<file path="config.mk">
export PLATFORM = sky130hd
export DESIGN_NAME = math_divider_seq_ctrl
export DESIGN_NICKNAME = d
export VERILOG_FILES = /design/src/rtl/math_divider_pkg.sv /design/src/rtl/math_divider_attempt_subtr_stage.sv /design/src/rtl/math_divider_seq_ctrl.sv
export SDC_FILE = /design/constraint.sdc
export NUM_CORES = 1
export LEC_CHECK = 0
export CAP_MARGIN = 20
export CORE_UTILIZATION = 40
export CTS_CLUSTER_DIAMETER = 30
export CTS_CLUSTER_SIZE = 12
export DETAILED_ROUTE_END_ITERATION = 7
export GPL_ROUTABILITY_DRIVEN = 0
export SLEW_MARGIN = 10
export SYNTH_ARGS = -nofsm -noshare
export SYNTH_HDL_FRONTEND = slang
export SYNTH_HIERARCHICAL = 1
export SYNTH_SLANG_ARGS = --single-unit
</file>
<file path="constraint.sdc">
create_clock -name clk -period 2.9 [get_ports clk]
set_input_delay 0.725 -clock clk [delete_from_list [all_inputs] [get_ports clk]]
set_output_delay 0.725 -clock clk [all_outputs]
set_load 0.03 [all_outputs]
</file>
<file path="src/rtl/math_divider_pkg.sv">
// math_divider_pkg: shared state encoding, default widths and helpers for the sequential divider
package math_divider_pkg;
    localparam int XWIDTH_DEF = 8;
    localparam int YWIDTH_DEF = 4;
    typedef enum logic [1:0] {
        IDLE = 2'd0,
        RUN  = 2'd1,
        DONE = 2'd2
    } state_t;
    function automatic int clog2(input int v);
        int w;
        w = 1;
        while ((1 << w) < v) w++;
        return w;
    endfunction
endpackage

</file>
<file path="src/rtl/math_divider_attempt_subtr_stage.sv">
// math_divider_attempt_subtr_stage: one restoring-division step (shift in a dividend bit, try to subtract y)
// Ports: rem_in/x_bit/y in; rem_out (next partial remainder), q_bit (quotient bit) out.
module math_divider_attempt_subtr_stage #(
    parameter int yWIDTH = 4
) (
    input  logic [yWIDTH-1:0] rem_in,
    input  logic              x_bit,
    input  logic [yWIDTH-1:0] y,
    output logic [yWIDTH-1:0] rem_out,
    output logic              q_bit
);
    logic [yWIDTH:0]   trial;
    logic [yWIDTH-1:0] diff;
    always_comb begin
        trial   = {rem_in, x_bit};
        q_bit   = trial >= {1'b0, y};
        // the difference is below y whenever it is taken, so its low bits are exact
        diff    = trial[yWIDTH-1:0] - y;
        rem_out = q_bit ? diff : trial[yWIDTH-1:0];
    end
endmodule

</file>
<file path="src/rtl/math_divider_seq_ctrl.sv">
// math_divider_seq_ctrl: valid/ready sequencer computing one quotient bit per cycle, MSB first
// Ports: clk, rst (async, active-high); in_valid/in_ready/x/y operand side;
//        out_valid/out_ready/q/r/div0 result side; busy = not idle.
// Optional: MATH_DIVIDER_SEQ_EARLY_EXIT_EN finishes x<y operands at acceptance.
module math_divider_seq_ctrl
    import math_divider_pkg::*;
#(
    parameter int xWIDTH = XWIDTH_DEF,
    parameter int yWIDTH = YWIDTH_DEF
) (
    input  logic              clk,
    input  logic              rst,
    input  logic              in_valid,
    output logic              in_ready,
    input  logic [xWIDTH-1:0] x,
    input  logic [yWIDTH-1:0] y,
    output logic              out_valid,
    input  logic              out_ready,
    output logic [xWIDTH-1:0] q,
    output logic [yWIDTH-1:0] r,
    output logic              div0,
    output logic              busy
);
    localparam int CW = clog2(xWIDTH);

    state_t            state, state_nx;
    logic [xWIDTH-1:0] x_r, q_r;
    logic [yWIDTH-1:0] y_r, rem, rem_nx;
    logic [CW-1:0]     cnt;
    logic              div0_r, q_bit, accept, fast;

    assign accept = in_valid & in_ready;

`ifdef MATH_DIVIDER_SEQ_EARLY_EXIT_EN
    // x<y already has quotient 0 and remainder x
    assign fast = (y == '0) | (x < {{(xWIDTH-yWIDTH){1'b0}}, y});
`else
    assign fast = (y == '0);
`endif

    math_divider_attempt_subtr_stage #(.yWIDTH(yWIDTH)) u_stage (
        .rem_in (rem),
        .x_bit  (x_r[cnt]),
        .y      (y_r),
        .rem_out(rem_nx),
        .q_bit  (q_bit)
    );

    always_ff @(posedge clk or posedge rst) begin
        if (rst) state <= IDLE;
        else     state <= state_nx;
    end

    always_comb begin
        state_nx = state == IDLE ? (accept ? (fast ? DONE : RUN) : IDLE)
                 : state == RUN  ? (cnt == '0 ? DONE : RUN)
                 : (out_ready ? IDLE : DONE);
    end

    always_comb begin
        in_ready  = state == IDLE;
        out_valid = state == DONE;
        busy      = state != IDLE;
    end

    always_ff @(posedge clk or posedge rst) begin
        if (rst) begin
            x_r    <= '0;
            y_r    <= '0;
            q_r    <= '0;
            rem    <= '0;
            cnt    <= '0;
            div0_r <= 1'b0;
        end else if (accept) begin
            x_r    <= x;
            y_r    <= y;
            cnt    <= CW'(xWIDTH - 1);
            div0_r <= y == '0;
            q_r    <= y == '0 ? '1 : '0;
            // shortcut results report x's low bits as the remainder
            rem    <= fast ? x[yWIDTH-1:0] : '0;
        end else if (state == RUN) begin
            q_r[cnt] <= q_bit;
            rem      <= rem_nx;
            cnt      <= cnt - 1'b1;
        end
    end

    assign q    = q_r;
    assign r    = rem;
    assign div0 = div0_r;
endmodule

</file>
Word-level counts from Yosys, hierarchy flattened
Index checks and enable logic that the tools add are counted.
{"block": "word_totals", "input_bits": 16, "output_inout_bits": 16, "reg_bits": 30, "word_cells": 41}
{"block": "classes", "muxes": 20, "bitwise": 1, "n_eq_ne": 2, "add_sub_neg": 2, "n_lt_le_gt_ge": 3, "n_reduce_logical": 6}
{"operator": "2-to-1 mux 8 bit", "count": 3}
{"operator": "2-to-1 mux 4 bit", "count": 4}
{"operator": "2-to-1 mux 2 bit", "count": 6}
{"operator": "bitwise mux 8 bit", "count": 1}
{"operator": "2-to-1 mux 3 bit", "count": 2}
{"operator": ">= comparator 5 x 4 -> 1 bit", "count": 1}
{"operator": "logical NOT 4 bit", "count": 1}
{"operator": "less-than comparator 3 x 4 -> 1 bit, second input constant", "count": 1}
{"operator": "nonzero test 2 bit", "count": 2}
{"operator": "subtractor 4 bit", "count": 1}
{"operator": "binary-select mux 1 bit (select 3 bit)", "count": 1}
{"operator": "demux 1 bit (select 3 bit)", "count": 1}
{"operator": ">= comparator 3 x 1 -> 1 bit, second input constant", "count": 1}
{"operator": "logical NOT 3 bit", "count": 1}
{"operator": "subtractor 3 x 1 -> 3 bit, second input constant", "count": 1}
{"operator": "equality test 2 x 1 -> 1 bit, second input constant", "count": 1}
{"operator": "equality test 2 bit, second input constant", "count": 1}
{"operator": "logical NOT 2 bit", "count": 1}
{"operator": "2-to-1 mux 1 bit", "count": 2}
{"operator": "AND 1 bit", "count": 1}
{"operator": "logical AND 1 bit", "count": 1}

Logic depth before layout (Yosys ltp)
Gate-level depths: netlist of the first run.
{"block": "depth", "depth_word": 7, "ltp_mapped": 13, "depth_no_buf": 12}

Hierarchy
Netlist of the first run, hierarchy kept.
{"module": "math_divider_seq_ctrl", "seq_area_each_um2": 750.7, "area_each_um2": 1498.9, "cells_per_inst": 128, "instances": 1}
{"module": "math_divider_attempt_subtr_stage", "seq_area_each_um2": 0.0, "area_each_um2": 224.0, "cells_per_inst": 28, "instances": 1}

Least setup slack after synthesis of the first run
No wires, ideal clock.
{"block": "synth_path", "kind": "reg-to-reg", "from": "reg cnt[2]", "to": "reg q_r[7], in the netlist q[7]", "arrival_ns": 2.099, "path_slack_ns": 0.661, "required_ns": 2.760, "path_stages_with_launch": 14, "setup_time_ns": 0.140, "synth_period_minus_slack_ns": 2.239, "cell_sequence": "dfrtp_1 buf_2 mux4_2 nand2_1 nand2_1 inv_1 ha_1 nand4_1 nand2_2 nor2_4 inv_1 and4b_1 nand3_1 a31oi_1"}
{"block": "synth_via", "word_cells_on_any_way": 11, "classes_between": "3 x order compare; 7 x mux; 1 x reduce/logical"}
{"item": "start: declaration", "line": "math_divider_seq_ctrl.sv:29", "rtl": "logic [CW-1:0] cnt;"}
{"item": "start signal: assignment", "line": "math_divider_seq_ctrl.sv:77", "rtl": "cnt <= CW'(xWIDTH - 1);"}
{"item": "start signal: assignment", "line": "math_divider_seq_ctrl.sv:85", "rtl": "cnt <= cnt - 1'b1;"}
{"item": "binary-select mux 1 bit (select 3 bit)", "line": "math_divider_seq_ctrl.sv:43", "rtl": ".x_bit (x_r[cnt]),"}
{"item": "2-to-1 mux 1 bit (implied by the code)", "line": "math_divider_seq_ctrl.sv:43"}
{"item": ">= comparator 5 x 4 -> 1 bit", "line": "math_divider_attempt_subtr_stage.sv:16", "rtl": "q_bit = trial >= {1'b0, y};"}
{"item": "named net q_bit", "line": "math_divider_seq_ctrl.sv:30", "rtl": "logic div0_r, q_bit, accept, fast;"}
{"item": "bitwise mux 8 bit", "line": "math_divider_seq_ctrl.sv:83", "rtl": "q_r[cnt] <= q_bit;"}
{"item": "2-to-1 mux 8 bit", "line": "math_divider_seq_ctrl.sv:82", "rtl": "end else if (state == RUN) begin"}
{"item": "2-to-1 mux 8 bit", "line": "math_divider_seq_ctrl.sv:74", "rtl": "end else if (accept) begin"}
{"item": "end signal: assignment", "line": "math_divider_seq_ctrl.sv:79", "rtl": "q_r <= y == '0 ? '1 : '0;"}
{"item": "end signal: indexed assignment", "line": "math_divider_seq_ctrl.sv:83"}
{"item": "end: declaration", "line": "math_divider_seq_ctrl.sv:27", "rtl": "logic [xWIDTH-1:0] x_r, q_r;"}
The timed path passes the listed nets, and every way through them passes these cells. The select of a mux whose other input is x is not followed.
A chain may end at the register's enable or synchronous reset.

Final worst setup path of the first run
{"block": "layout_path", "from": "reg cnt[1]", "to": "reg q_r[7], in the netlist q[7]"}
Same word-level chain as after synthesis.

==> results_dict.tcl, run 1 <==
set metrics [dict create \
    status "complete, no violations" \
    cts_sinks 30 \
    yosys_warnings 6 \
    path_class "register to register" \
    cts_tree "built" \
    io_pins 32 \
    die_x_um 67.6 \
    grt_pass1_wl_mm 5.82 \
    clk_latency_ns 0.28 \
    min_period_over_period_pct 83.8 \
    maxSlewViolCount 0 \
    peakVddDrop_mv 0.452 \
    cts_made_buffers 5 \
    wire_per_inst_um 14.0 \
    core_area_um2 4060 \
    min_path_type "register to register" \
    cp-start-kind "register" \
    finalClockSkew_ns 0.00164 \
    vias_per_cell 5.17 \
    syn_area_um2 1720 \
    tightestPinTransition_ns 0.560 \
    hold_viol 0 \
    synth_edf_count 0 \
    drc 0 \
    avgSynthCellArea_um2 11.0 \
    synth-seq-cells 30 \
    netlist-cell-type-count 39 \
    instances_no_fill 241 \
    synth-main-ff-cell "dfrtp_1" \
    relSlewSlack_pct 62.4 \
    vias 1247 \
    worstPathMaxFanout 5 \
    numPortBuffers 31 \
    rsz0062_at_grt "false" \
    clk_root_buffer_cell "clkbuf_8" \
    ys_async_sr_fraction_pct 100 \
    start_util_pct 42.5 \
    drt_pass1_iterations 4 \
    drt_iter0_drc 152 \
    synth_cells 156 \
    slowest_stage "mux4_2" \
    yosysMostFrequentCell "dfrtp_1" \
    ant_nets 0 \
    synthTopCellsByCount "30 x dfrtp_1, 10 x a21oi_1, 10 x inv_1, 10 x nand2_1, 9 x mux2_4" \
    fmax_mhz 411 \
    crit_required_ns 3.04 \
    seq_area_frac_synth_pct 43.6 \
    layout-drive-gt1-share_pct 17.3 \
    maxCapViolations 0 \
    gr-total-overflow 0 \
    power_density_nw_per_um2 1380 \
    clkTransAtPathRegs_ns 0.06 \
    arrival_ns 2.57 \
    yosys.area.top_type "dfrtp_1" \
    finalSetupViolCount 0 \
    final.setup.tns_ns 0 \
    p_leak_nw 0.950 \
    die_area_um2 4570 \
    die_y_um 67.6 \
    cts_setup_buffers 0 \
    cts.htree.levels 2 \
    cp-end-kind "register" \
    synth_area_leaders "dfrtp_1 44%, mux2_4 7.8%, ha_1 4.4%" \
    dp.cells 233 \
    clockBufferDepth 2 \
    area_growth_pct 25.0 \
    grt_antenna_before_repair 0 \
    yosys.area.top_type_share_pct 43.6 \
    post-route-util_pct 53.1 \
    grt_max_degree 31 \
    syn_nets 179 \
    path_cells "mux4_2, nand2_1, nand2_1, inv_1, ha_1, nand4_1, nand2_2, nor2_4, inv_1, and4b_1, nand3_1, a31oi_1" \
    diodes 0 \
    wl_mm 3.38 \
    grt.total_usage_pct 17.5 \
    hpwl_mm 2.51 \
    final_nets 213 \
    postCtsResizedCells 0 \
    ctsHoldBuffers 0 \
    core.rowCount 23 \
    critical-path-max-stage-delay_ns 0.52 \
    fin_crit_ns 2.43 \
    first_global_vias 1246 \
]
[critical path: cells and delay by family (launching register included)]
kind            cells  cell delay, ns
buf+inv             2            0.17
fa+ha+maj           1            0.24
flops               1            0.44
compound gates      1            0.08
simple gates        7            0.85
mux                 1            0.52
[layer usage]
layer / vias up / routed length, µm / track usage (%) / share of wire (%)
met1: 594 / 1620 / 22.9 / 48
met4: 0 / 20 / 5.85 / 0.59
met5: - / 0 / 0 / 0
li1: 619 / - / - / -
met2: 32 / 1600 / 26.9 / 47
met3: 2 / 143 / 5.74 / 4.2
[layout make-up]
class,instances,area [µm²]
tap,50,62.6
inverter,10,37.5
fill,366,1900
timing repair buffer,36,348
clock buffer,7,86.3
clock inverter,1,5.00
sequential,30,751
multi-input combinational,107,863
[stage by stage]
stage	hold slack [ns]	total power [mW]	instance area (µm²)	setup slack [ns]
floorplan	0.474	2.17	1720	0.661
global placement	0.458	2.59	2060	0.482
detailed placement	0.468	2.62	2060	0.471
CTS	0.488	2.98	2150	0.466
global route	0.503	3.20	2150	0.302
finish	0.484	2.96	2150	0.470
[layout by cell type, fill, tap and decap left out, drive strengths merged, types with 2 or more instances in the layout]
cell type and n:
nand3b 2, o21ai 7, nand4 2, nor2 8
nor2b 6, or3b 2, ha 6, nand3 5
inv 10, nor3 2, nand2b 4, o31ai 2
mux4 2, mux2 13, a21oi 11, nand2 11
clkdlybuf4s50 31, dfrtp 30, clkbuf 7, mux2i 6
buf 5, a31oi 8
[cells by family (layout without fill, tap and decap cells)]
family | Yosys count | in the layout | synth area share [%]
simple gates | 45 | 45 | 15.4
compound gates | 32 | 32 | 11.6
flops | 30 | 30 | 43.6
mux | 21 | 21 | 16.6
buf+inv | 19 | 54 | 6.32
fa+ha+maj | 7 | 7 | 5.52
xor+xnor | 2 | 2 | 1.02
[flip-flops by register name, indices dropped and copies added (netlist names)]
name and flops:
q 8, state 2, x_r 8, div0 1, r 4, cnt 3, y_r 4
[worst paths after layout]
check,startpoint,to,slack [ns],depth (start not counted)
worst min register to register,div0$_DFFE_PP0P_,div0$_DFFE_PP0P_,0.48,1
worst max register to register,cnt[1]$_DFFE_PP0P_,q[7]$_DFFE_PP0P_,0.47,12
min in group asynchronous,rst,r[2]$_DFFE_PP0P_,0.82,3
worst max-delay path,cnt[1]$_DFFE_PP0P_,q[7]$_DFFE_PP0P_,0.47,12
worst min-delay path,div0$_DFFE_PP0P_,div0$_DFFE_PP0P_,0.48,1
max in group asynchronous,rst,cnt[0]$_DFFE_PP0P_,1.80,3
[power breakdown]
part	leakage [nW]	total, mW	switching, mW	internal [mW]
registers	0.354	0.812	0.173	0.639
clock network	0.0482	0.344	0.153	0.191
logic	0.549	1.81	0.947	0.860
Power figures use the tool's default switching activity.
==> run 2: changes to the inputs <==
==> constraint.sdc (replaced) <==
create_clock -name clk -period 2.32 [get_ports clk]
set_input_delay 0.58 -clock clk [delete_from_list [all_inputs] [get_ports clk]]
set_output_delay 0.58 -clock clk [all_outputs]
set_load 0.03 [all_outputs]
==> run 2 against run 1 <==
- hold slack got worse by 0.0043 ns
- die area unchanged
- total power increased by 32%
- worst setup slack got worse by 0.39 ns
- flip-flop and latch count unchanged
- combinational power increased by 36%
- count of clock-buffer cells in the layout decreased by 1
- critical path depth decreased by 1
- routed wire length increased by 4.1%
- register-to-register slack got worse by 0.39 ns
- non-clock buffer count increased by 5
- critical endpoint is now r[2]$_DFFE_PP0P_
- highest routed layer unchanged
==> results_dict.tcl, run 2 (synthesized netlist as in run 1, its figures left out) <==
set metrics [dict create \
    status "complete, no violations" \
    cp-start-kind "register" \
    rsz0062_at_grt "true" \
    mostFrequentLayoutCells "31 x clkdlybuf4s50_1, 30 x dfrtp_1, 10 x nand2_1, 10 x a21oi_1" \
    cp-end-kind "register" \
    crit_required_ns 2.48 \
    die_area_um2 4570 \
    fin_area_um2 2230 \
    power_density_nw_per_um2 1760 \
    finalClockSkew_ns 0.00651 \
    r2r_start "cnt[1]$_DFFE_PP0P_" \
    fmax_mhz 447 \
    clkTransAtPathRegs_ns 0.07 \
    top_layer "met4" \
    wl_met1_mm 1.60 \
    r2r_setup_slack_ns 0.08 \
    grt_max_degree 36 \
    maxCapViolations 0 \
    grt.total_usage_pct 17.6 \
    ff2ff_path_depth 11 \
    grt_antenna_before_repair 0 \
    path_class "register to register" \
    fin_crit_ns 2.24 \
    peakVddDrop_mv 0.689 \
    die_y_um 67.6 \
    hp-start "div0$_DFFE_PP0P_" \
    p_leak_nw 0.985 \
    clk_latency_ns 0.28 \
    first_global_vias 1258 \
    p_total_mw 3.92 \
    final_common_cell "clkdlybuf4s50_1" \
    ctsHoldBuffers 0 \
    instances_no_fill 246 \
    wire_per_inst_um 14.3 \
    maxSlewViolCount 0 \
    met2_length_mm 1.78 \
    fill_cells 356 \
    rr_endpoint "r[2]$_DFFE_PP0P_" \
    gr-total-overflow 0 \
    worstPathMaxFanout 3 \
    cts.htree.levels 2 \
    arrival_ns 2.40 \
    final_nets 218 \
    core_area_um2 4060 \
    crit_end "r[2]$_DFFE_PP0P_" \
    regArea_um2 751 \
    min_period_over_period_pct 96.4 \
    cts_sinks 30 \
    multiInputGateArea_um2 883 \
    diodes 0 \
    drt_pass1_iterations 4 \
    dp.cells 236 \
    clockBufferDepth 2 \
    hpwl_mm 2.58 \
    relSlewSlack_pct 69.9 \
    vias 1294 \
    area_growth_pct 29.5 \
    post_dp_cell_area_um2 2100 \
    ant_nets 0 \
    io_pins 32 \
    numPortBuffers 31 \
    grt_pass1_wl_mm 5.79 \
    drt_iter0_drc 75 \
    cts_made_buffers 5 \
    layout-drive-gt1-share_pct 21.4 \
    wl_mm 3.52 \
    start_util_pct 42.5 \
    hold_viol 0 \
    min_path_type "register to register" \
    route.met3.wl_um 108 \
    drc 0 \
    tightestPinTransition_ns 0.451 \
    finalSetupViolCount 0 \
    die_x_um 67.6 \
    critPathLaunch "cnt[1]$_DFFE_PP0P_" \
    vias_per_cell 5.26 \
    clk_root_buffer_cell "clkbuf_8" \
    cts_tree "built" \
    core.rowCount 23 \
]
-- run 2: repair_timing --
action                                  in CTS  in global routing
endpoints found under the setup margin       3                  7
resized for setup                            0                  5
pin swaps                                    0                  7
gates cloned                                 0                  0
setup buffers                                2                  0
-- run 2: how the worst min path moves through the flow --
stage                     slack (ns)                 end  cells after the start
final                           0.48    div0$_DFFE_PP0P_                      1
after CTS                       0.48    div0$_DFFE_PP0P_                      1
after global routing            0.51    div0$_DFFE_PP0P_                      1
after detailed placement        0.47    div0$_DFFE_PP0P_                      1
after global placement          0.46    div0$_DFFE_PP0P_                      1
after floorplan                 0.47  x_r[7]$_DFFE_PP0P_                      1
-- run 2: worst max-delay path, stage by stage, from the launching register on --
cell,delay (ns)
dfrtp_1,0.38
mux4_2,0.50
nand2_1,0.07
nand2_1,0.06
inv_2,0.07
ha_4,0.20
nand4_1,0.10
nand2_2,0.08
nor2_4,0.12
mux2_4,0.30
mux2i_1,0.15
a21oi_1,0.08
-- run 2: through the flow --
| step | setup WS (ns) | hold slack [ns] | utilization (%) | TNS [ns] |
|---|---|---|---|---|
| 6_report | 0.0830 | 0.479 | 55.0 | 0 |
| 5_1_grt | -0.0107 | 0.507 | 55.0 | -0.0107 |
| 4_1_cts | 0.00521 | 0.484 | 54.4 | 0 |
| 3_5_place_dp | -0.00575 | 0.469 | 51.7 | -0.00575 |
| 3_3_place_gp | 0.0685 | 0.457 | 51.7 | 0 |
| 2_1_floorplan | 0.0810 | 0.474 | - | 0 |
-- run 2: power breakdown --
group / internal (mW) / switching, mW
Clock: 0.238 / 0.198
Sequential: 0.798 / 0.233
Combinational: 1.22 / 1.24
-- run 2: layer usage --
| layer | up-vias | track usage [%] |
|---|---|---|
| li1 | 629 | - |
| met1 | 630 | 21.2 |
| met2 | 30 | 29.2 |
| met3 | 5 | 6.08 |
| met4 | 0 | 5.59 |
| met5 | - | 0 |
-- run 2: final cells by class --
cell class              count  share of cell area (%)
multi-input cells         107                    39.6
flip-flops and latches     30                    33.7
repair buffers             41                    18.0
clock buffers               6                    3.70
well taps                  50                    2.80
inverters                  10                    1.68
clock inverters             2                   0.561
